`config.mk`:
```
export PLATFORM = sky130hd
export DESIGN_NAME = toggle_line_decoder
export DESIGN_NICKNAME = d
export VERILOG_FILES = /design/src/rtl/toggle_line_decoder.sv
export SDC_FILE = /design/constraint.sdc
export NUM_CORES = 1
export LEC_CHECK = 0
export ABC_AREA = 0
export CAP_MARGIN = 20
export CORE_MARGIN = 5
export CORE_UTILIZATION = 40
export CTS_CLUSTER_DIAMETER = 120
export CTS_CLUSTER_SIZE = 12
export DETAILED_ROUTE_END_ITERATION = 8
export SYNTH_ARGS = -nofsm -noshare
export SYNTH_HDL_FRONTEND = slang
export SYNTH_SLANG_ARGS = --single-unit
```
`constraint.sdc`:
```
create_clock -name clk -period 3.5 [get_ports clk]
set_input_delay 0.7 -clock clk [delete_from_list [all_inputs] [get_ports clk]]
set_output_delay 0.7 -clock clk [all_outputs]
set_load 0.02 [all_outputs]
```
`src/rtl/toggle_line_decoder.sv`:
```
// toggle_line_decoder: recovers bits from dual-lane toggle lines, hunts sync, frames LSB-first bytes
module toggle_line_decoder #(
  parameter logic [7:0] SYNC_WORD = 8'hA5,
  parameter int FRAME_BYTES = 4,
  parameter bit CHECK_LANES = 1'b1
) (
  input logic clk,
  input logic rst,
  input logic sample_en,
  input logic line_a,
  input logic line_b,
  input logic line_n,
  output logic [7:0] data_out,
  output logic data_valid,
  output logic frame_start,
  output logic frame_end,
  output logic in_frame,
  output logic err,
  output logic [1:0] err_code
);
  typedef enum logic {HUNT, DATA} state_t;
  state_t state, state_n;
  logic primed, primed_n, prev_a, prev_a_n, prev_b, prev_b_n;
  logic [7:0] history, history_n, shreg, shreg_n, byte_cnt, byte_cnt_n, data_out_n;
  logic [3:0] hist_cnt, hist_cnt_n;
  logic [2:0] bit_cnt, bit_cnt_n;
  logic data_valid_n, frame_start_n, frame_end_n, in_frame_n, err_n;
  logic [1:0] err_code_n;
  logic d, b_bad, n_bad;
  // decoded bit and lane consistency checks for the current sample
  always_comb begin
    d = line_a ^ prev_a;
    b_bad = CHECK_LANES && ((line_b ^ prev_b) == d);
    n_bad = CHECK_LANES && (line_n == line_a);
  end
  // next-state and registered-output computation; pulses default low
  always_comb begin
    state_n = state;
    primed_n = primed;
    prev_a_n = prev_a;
    prev_b_n = prev_b;
    history_n = history;
    hist_cnt_n = hist_cnt;
    shreg_n = shreg;
    bit_cnt_n = bit_cnt;
    byte_cnt_n = byte_cnt;
    data_out_n = data_out;
    data_valid_n = 1'b0;
    frame_start_n = 1'b0;
    frame_end_n = 1'b0;
    in_frame_n = in_frame;
    err_n = 1'b0;
    err_code_n = err_code;
    if (sample_en && !primed) begin
      primed_n = 1'b1;
      prev_a_n = line_a;
      prev_b_n = line_b;
    end else if (sample_en) begin
      prev_a_n = line_a;
      prev_b_n = line_b;
      if (b_bad || n_bad) begin
        err_n = 1'b1;
        err_code_n = {b_bad, n_bad};
        history_n = 8'd0;
        hist_cnt_n = 4'd0;
        bit_cnt_n = 3'd0;
        byte_cnt_n = 8'd0;
        state_n = HUNT;
        in_frame_n = 1'b0;
      end else if (state == HUNT) begin
        history_n = {d, history[7:1]};
        hist_cnt_n = (hist_cnt == 4'd8) ? 4'd8 : hist_cnt + 4'd1;
        if (hist_cnt_n == 4'd8 && history_n == SYNC_WORD) begin
          frame_start_n = 1'b1;
          state_n = DATA;
          in_frame_n = 1'b1;
          bit_cnt_n = 3'd0;
          byte_cnt_n = 8'd0;
        end
      end else begin
        shreg_n = {d, shreg[7:1]};
        bit_cnt_n = bit_cnt + 3'd1;
        if (bit_cnt == 3'd7) begin
          data_out_n = shreg_n;
          data_valid_n = 1'b1;
          byte_cnt_n = byte_cnt + 8'd1;
          if (byte_cnt_n == 8'(FRAME_BYTES)) begin
            frame_end_n = 1'b1;
            state_n = HUNT;
            in_frame_n = 1'b0;
            history_n = 8'd0;
            hist_cnt_n = 4'd0;
          end
        end
      end
    end
  end
  // state and output registers
  always_ff @(posedge clk) begin
    if (rst) begin
      state <= HUNT;
      primed <= 1'b0;
      prev_a <= 1'b0;
      prev_b <= 1'b0;
      history <= 8'd0;
      hist_cnt <= 4'd0;
      shreg <= 8'd0;
      bit_cnt <= 3'd0;
      byte_cnt <= 8'd0;
      data_out <= 8'd0;
      data_valid <= 1'b0;
      frame_start <= 1'b0;
      frame_end <= 1'b0;
      in_frame <= 1'b0;
      err <= 1'b0;
      err_code <= 2'd0;
    end else begin
      state <= state_n;
      primed <= primed_n;
      prev_a <= prev_a_n;
      prev_b <= prev_b_n;
      history <= history_n;
      hist_cnt <= hist_cnt_n;
      shreg <= shreg_n;
      bit_cnt <= bit_cnt_n;
      byte_cnt <= byte_cnt_n;
      data_out <= data_out_n;
      data_valid <= data_valid_n;
      frame_start <= frame_start_n;
      frame_end <= frame_end_n;
      in_frame <= in_frame_n;
      err <= err_n;
      err_code <= err_code_n;
    end
  end
endmodule

```
==> impl_results.md, run 1 <==
* Clk pwr share at 0.387
* Sequential-to-total area share from yosys stat at 0.413
* WHS Endpoint: err_code[0]
* Initial cell density of the core at 0.417
* CP Class: in -> reg
* Reg2Reg Depth at 6
* Longest Clk Path Bufs at 2
* Worst relative slew slack at 0.337
* Die Wd at between 80 and 90 um
* CTS Sinks at 48
* Switching share of total power at 0.237
* Post-CTS sizing at 0
* Syn Std Cell Area at 2330 um^2
* Synthesized area per cell at 9.46 um^2
* Post-CTS Setup Inserts at 0
* DPL Wire Length at between 3 and 4 mm
* CTS tree: done
* Area share of fa/ha/maj cells after synthesis at 0.0323
* H-tree levels at 2
* CP Data Required Time at 3.66 ns
* FFs w/ async S/R, synth at 0
* CTS clk-pin slew, worst paths at about 0.090 ns
* Distinct cells, synth at 50
* Slowest stage delay, CP at 0.54 ns
* CORE AREA at 5570 um^2
* Crit-path cells: clkdlybuf4s50_1 -> xnor3_1 -> mux2_4 -> nor3_4 -> buf_4 -> mux2i_1 -> nor2_1
* GRT Util Overall at 0.139
* Compound-Gate Fraction of Synth Area at 0.165
* Mux contribution to synthesized area at 0.0710
* Fin crit period at 2.66 ns
* Final clock skew at ~0.0045 ns
* Switch Pwr at 0.248 mW
* # fillers at around 540
* Vias in the first global route at 1776
* DRT iter0 DRCs at 107
* Final hold slack at 0.475 ns
* Primary FF master, synth: dfxtp_1
* Hold Path Cell Cnt at 2
* Critical Path End Type: flip-flop
* Hold Startpoint: err_code[0]
* Worst Tran Pin Value at 0.994 ns
* Fin. max-slew vios at 0
* Die area at 7440 um^2
* Antenna violations before repair at 0
* Area Growth Syn to Fin at 15.0%
* Power Dens Cells at 391 nW/um^2
* Reg2reg start: byte_cnt[0]
* CTS Buf Count at 5
* Share of layout cells above drive strength 1 at 0.110
* Worst Path Buf+Inv at 2
* Via Count at 1806
* Routability Congestion at 0.794
* Setup TNS Final at 0 ns
* Number of flops mapped to enable cells by yosys at 0
* Crit. Startpoint: line_b
* Detailed Routing Iterations Pass 1 at 4
* Port-buffer cells at 20
* Power share of the combinational group at 0.079
* Gr ovfl total at 0
* Unrepaired setup endpoints after global routing: no
* Die Ht at 86.3 um
* Final-report hold violation count at 0
* Number of synthesis warnings at 0
* Status: completed
* LEAKAGE at 0.854 nW
* Antenna-violating nets left at 0
* Main combinational cell family by area after synthesis: simple AND/OR/NAND/NOR gates
* Hold buffer count at cts at 0
* Sequential power share at 0.534
* FF+latch count, synth at 48
* Crit-path max FO at 16
* Max_cap viols at 0
* Nets@finish at 274
* Vias per cell at 5.39
* Worst min path class: reg -> reg
* Worst reg2reg setup slack at 1.12 ns
* Data arrival time of the critical path at 2.82 ns
* Cell Int Power at 0.797 mW
* Site Rows at 27
* Simple-gate share of the synthesized area at 0.252
* Crit-path leading delay family: buffers and inverters
* N_diodes at 0
* Io pins at 21
* DRC viols at 0
* Synth Area in XOR/XNOR at 0.0285
* Reg-to-reg endpoint: hist_cnt[2]
* Crit start category: input port
* Wirelength per Cell at 14.0 um
* Worst-skew pair later-pin latency at 0.30 ns
* Fin crit share at 0.761
* Crit path max-delay cell type: clkdlybuf4s50_1
* Largest net degree at the start of global routing at 54
* Final WL at 4.70 mm
* Peak VDD IR at 0.220 mV
* # setup viols final at 0
* Global-route wire length before repair at 8.34 mm
* Root Driver: clkbuf_8
* Mapped Cells at 246
* Maximum clock rate at 0.376 GHz
* Syn Nets at 258
[cells in the final DEF, fill, tap and decap left out, types with 2 or more instances in the layout]
master,Yosys,layout
o21ai_0,10,10
mux2i_1,15,15
nand3b_1,2,2
nor4_1,3,3
nor2_1,29,29
a311oi_2,7,7
a211oi_1,3,3
nand3_1,5,5
a21oi_1,9,9
ha_1,6,6
nor3_1,4,4
nor4b_1,2,2
buf_4,1,3
nand4_1,3,3
inv_1,4,4
or4_1,7,7
clkbuf_8,0,5
dfxtp_1,48,48
a311oi_1,3,3
or3_1,2,2
clkdlybuf4s50_1,0,19
nor3_4,2,2
nor2_2,3,3
nand2b_1,12,12
a31oi_1,2,2
xnor2_1,5,5
o31ai_1,2,2
nor3b_1,2,2
nand2_1,22,22
[layer usage]
layer | up-vias | global-route usage | part of all wire
li1 | 925 | - | -
met1 | 842 | 0.194 | 0.51
met2 | 33 | 0.203 | 0.43
met3 | 6 | 0.0399 | 0.043
met4 | 0 | 0.0496 | 0.016
met5 | - | 0 | 0
[power by group through the flow]
stage               logic, mW  registers (mW)  clock network, mW
detailed placement     0.0831           0.570                  0
floorplan              0.0611           0.570                  0
global route           0.0904           0.559              0.448
CTS                    0.0832           0.558              0.419
global placement       0.0828           0.570                  0
finish                 0.0824           0.558              0.405
[cells in the mapped netlist, types with 2 or more instances]
master,instances,share of area
a211oi_1,3,0.0097
a21oi_1,9,0.019
a311oi_1,3,0.011
a311oi_2,7,0.045
a31oi_1,2,0.0054
buf_2,3,0.0065
buf_6,2,0.0097
clkbuf_1,8,0.013
dfxtp_1,48,0.41
ha_1,6,0.032
inv_1,4,0.0065
mux2i_1,15,0.065
nand2_1,22,0.036
nand2b_1,12,0.032
nand3_1,5,0.011
nand3b_1,2,0.0065
nand4_1,3,0.0081
nor2_1,29,0.047
nor2_2,3,0.0081
nor3_1,4,0.0086
nor3_4,2,0.014
nor3b_1,2,0.0065
nor4_1,3,0.0081
nor4b_1,2,0.0075
o21ai_0,10,0.022
o31ai_1,2,0.0065
or3_1,2,0.0054
or4_1,7,0.023
xnor2_1,5,0.019
[state kept, by name, summed over array words and instances, names as in the netlist, 2 cells and up]
register,count
byte_cnt,8
data_out,8
history,7
shreg,7
hist_cnt,4
bit_cnt,3
err_code,2
[worst register-to-register path, stage by stage, from the launching register on]
cell and delay (ns):
dfxtp_1 0.46, ha_1 0.30, nand2_1 0.12, o211a_1 0.25
o311ai_1 0.59, a21oi_2 0.27, a311oi_1 0.29
[how the worst max path moves through the flow]
| stage | depth (start not counted) | slack, ns | endpoint |
|---|---|---|---|
| after floorplan | 6 | 1.32 | data_out[2] |
| after global placement | 7 | 0.55 | shreg[6] |
| after detailed placement | 7 | 0.50 | shreg[4] |
| after CTS | 7 | 0.83 | shreg[3] |
| after global routing | 7 | 0.73 | shreg[5] |
| final | 7 | 0.84 | shreg[3] |
[through the flow]
stage	area (um^2)	cells	power (mW)	util	setup slack, ns
2_1_floorplan	2330	246	0.631	-	1.32
3_3_place_gp	2560	327	0.653	0.459	0.554
3_5_place_dp	2560	327	0.653	0.459	0.500
4_1_cts	2670	335	1.06	0.480	0.829
5_1_grt	2670	335	1.10	0.480	0.730
6_report	2670	335	1.04	0.480	0.838
[cells by family after synthesis]
kind of cell,Yosys count
XOR/XNOR,6
flip-flops,48
AND/OR/NAND/NOR,106
buffers and inverters,18
adder cells (fa/ha/maj),6
multiplexers,16
AO/OA/AOI/OAI,46
[cell type report]
class | instances | area (um^2) | share of cell area
multi-input combinational | 180 | 1270 | 0.477
tap | 72 | 90.1 | 0.0337
sequential | 48 | 961 | 0.359
clock buffer | 5 | 68.8 | 0.0257
inverter | 4 | 15.0 | 0.00562
timing repair buffer | 23 | 218 | 0.0814
clock inverter | 3 | 46.3 | 0.0173
(Power assumes the default switching activity.)
==> run 2, diff against run 1 <==
clock period = 2.7 ns   (was 3.5 ns; I/O delays follow)
==> impl_results.md, run 2 (same netlist as run 1, synthesis figures left out) <==
* Hold buffer count at cts at 0
* Final WL at 4.81 mm
* Final clock skew at around 0.0054 ns
* Unrepaired setup endpoints after global routing: no
* Io pins at 21
* Largest net degree at the start of global routing at 54
* CORE AREA at 5570 um^2
* Fin util at 0.495
* DRT iter0 DRCs at 116
* Initial cell density of the core at 0.417
* Via Count at ~1800
* Worst Tran Pin Value at 0.985 ns
* Sequential power share at 0.529
* Fin. max-slew vios at 0
* # fillers at 536
* Hold Path Cell Cnt at 2
* N_diodes at 0
* Combined area of the multi-input logic cells at 1270 um^2
* Vias per cell at between 5 and 6
* Die Wd at ~86 um
* Status: completed
* Critical Path End Type: flip-flop
* Switch Pwr at 0.326 mW
* # setup viols final at 0
* Root Driver: clkbuf_8
* Data arrival time of the critical path at 2.48 ns
* Switching share of total power at 0.239
* Setup TNS Final at 0 ns
* CP Data Required Time at 2.85 ns
* Crit-path cells: ha_1 -> nand2_1 -> nor4_1 -> o311ai_1 -> buf_4 -> a21oi_2 -> a311oi_1
* Fin crit period at ~2.3 ns
* Longest Clk Path Bufs at 2
* Levels on crit path at 7
* Reg2Reg Depth at 7
* Die Ht at roughly 86 um
* Detailed Routing Iterations Pass 1 at 4
* Post-CTS Setup Inserts at 0
* H-tree levels at 2
* Register area at about 960 um^2
* Site Rows at 27
* Max_cap viols at 0
* Fin crit share at 0.864
* Port-buffer cells at 20
* CP Class: reg -> reg
* Worst relative slew slack at 0.343
* Crit path max-delay cell type: dfxtp_1
* Worst min path class: reg -> reg
* Die area at 7440 um^2
* GRT Util Overall at 0.137
* Routability Congestion at 0.772
* Share of layout cells above drive strength 1 at 0.137
* LEAKAGE at 0.899 nW
* Gr ovfl total at 0
* CTS tree: done
* CTS Buf Count at 5
* DPL Wire Length at about 3.3 mm
* Final-report hold violation count at 0
* Most frequent cells in the layout: dfxtp_1, nor2_1, nand2_1, clkdlybuf4s50_1, mux2i_1
* Post-CTS sizing at 0
* Final hold slack at 0.464 ns
* Cell Int Power at a little over 1 mW
* Maximum clock rate at 0.429 GHz
* Biggest regs: byte_cnt (8), data_out (8)
* Global-route wire length before repair at 8.24 mm
* Antenna-violating nets left at 0
* Commonest non-fill, non-tap cell in the layout: dfxtp_1
* Worst Path Buf+Inv at 1
* Antenna violations before repair at 0
* Crit-path max FO at 11
* Vias in the first global route at 1776
* Peak VDD IR at roughly 0.35 mV
* Power Dens Cells at 495 nW/um^2
* CTS clk-pin slew, worst paths at 0.09 ns
* Area Growth Syn to Fin at 18.6%
* Crit start category: flip-flop
* CTS Sinks at 48
* Worst-skew pair later-pin latency at about 0.3 ns
* Power share of the combinational group at 0.083
* Nets@finish at approximately 280
* Slowest stage delay, CP at 0.47 ns
* DRC viols at 0
* Crit-path leading delay family: compound AO/OA/AOI/OAI gates
* Wirelength per Cell at around 14 um
* Clk pwr share at 0.388
[run 2: cell types whose count changed in the layout (fill, tap and decap cells not counted), sizes merged]
cell  change
buf       +8
[run 2: metal layers]
layer | wire (um) | GRT usage | vias to the layer above
met1 | 2380 | 0.187 | 854
met3 | 216 | 0.0314 | 6
li1 | - | - | 945
met5 | 0 | 0 | -
met4 | 63 | 0.0524 | 0
met2 | 2160 | 0.212 | 37
[run 2: path summary, 6_finish.rpt]
path                    start           to  slack [ns]
setup / recovery  byte_cnt[0]  hist_cnt[2]        0.37
hold / removal    err_code[1]  err_code[1]        0.46
setup reg to reg  byte_cnt[0]  hist_cnt[2]        0.37
hold reg to reg   err_code[1]  err_code[1]        0.46
[run 2: power groups by stage]
stage                     clock (mW)  combinational (mW)  sequential, mW
after floorplan                    0              0.0792           0.739
after global placement             0               0.113           0.739
after detailed placement           0               0.114           0.740
after CTS                      0.551               0.115           0.723
after global routing           0.575               0.124           0.725
final                          0.531               0.113           0.723
[run 2: through the flow]
| step | area, um^2 | power [mW] | std cells | setup slack [ns] |
|---|---|---|---|---|
| after floorplan | 2330 | 0.818 | 246 | 0.679 |
| after global placement | 2640 | 0.852 | 335 | 0.110 |
| after detailed placement | 2640 | 0.853 | 335 | 0.0817 |
| after CTS | 2760 | 1.39 | 343 | 0.359 |
| after global routing | 2760 | 1.42 | 343 | 0.171 |
| final | 2760 | 1.37 | 343 | 0.368 |
[run 2: area by class of cell]
type	instances	share of cell area
Multi-Input combinational cell	180	0.462
Sequential cell	48	0.348
Timing Repair Buffer	31	0.110
Tap cell	72	0.0327
Clock buffer	5	0.0249
Clock inverter	3	0.0168
Inverter	4	0.00544
[run 2: worst min-delay path, delay by kind of cell (launching register included)]
family / cells / cell delay [ns]
simple gates: 1 / 0.05
flops: 1 / 0.32
compound gates: 1 / 0.05
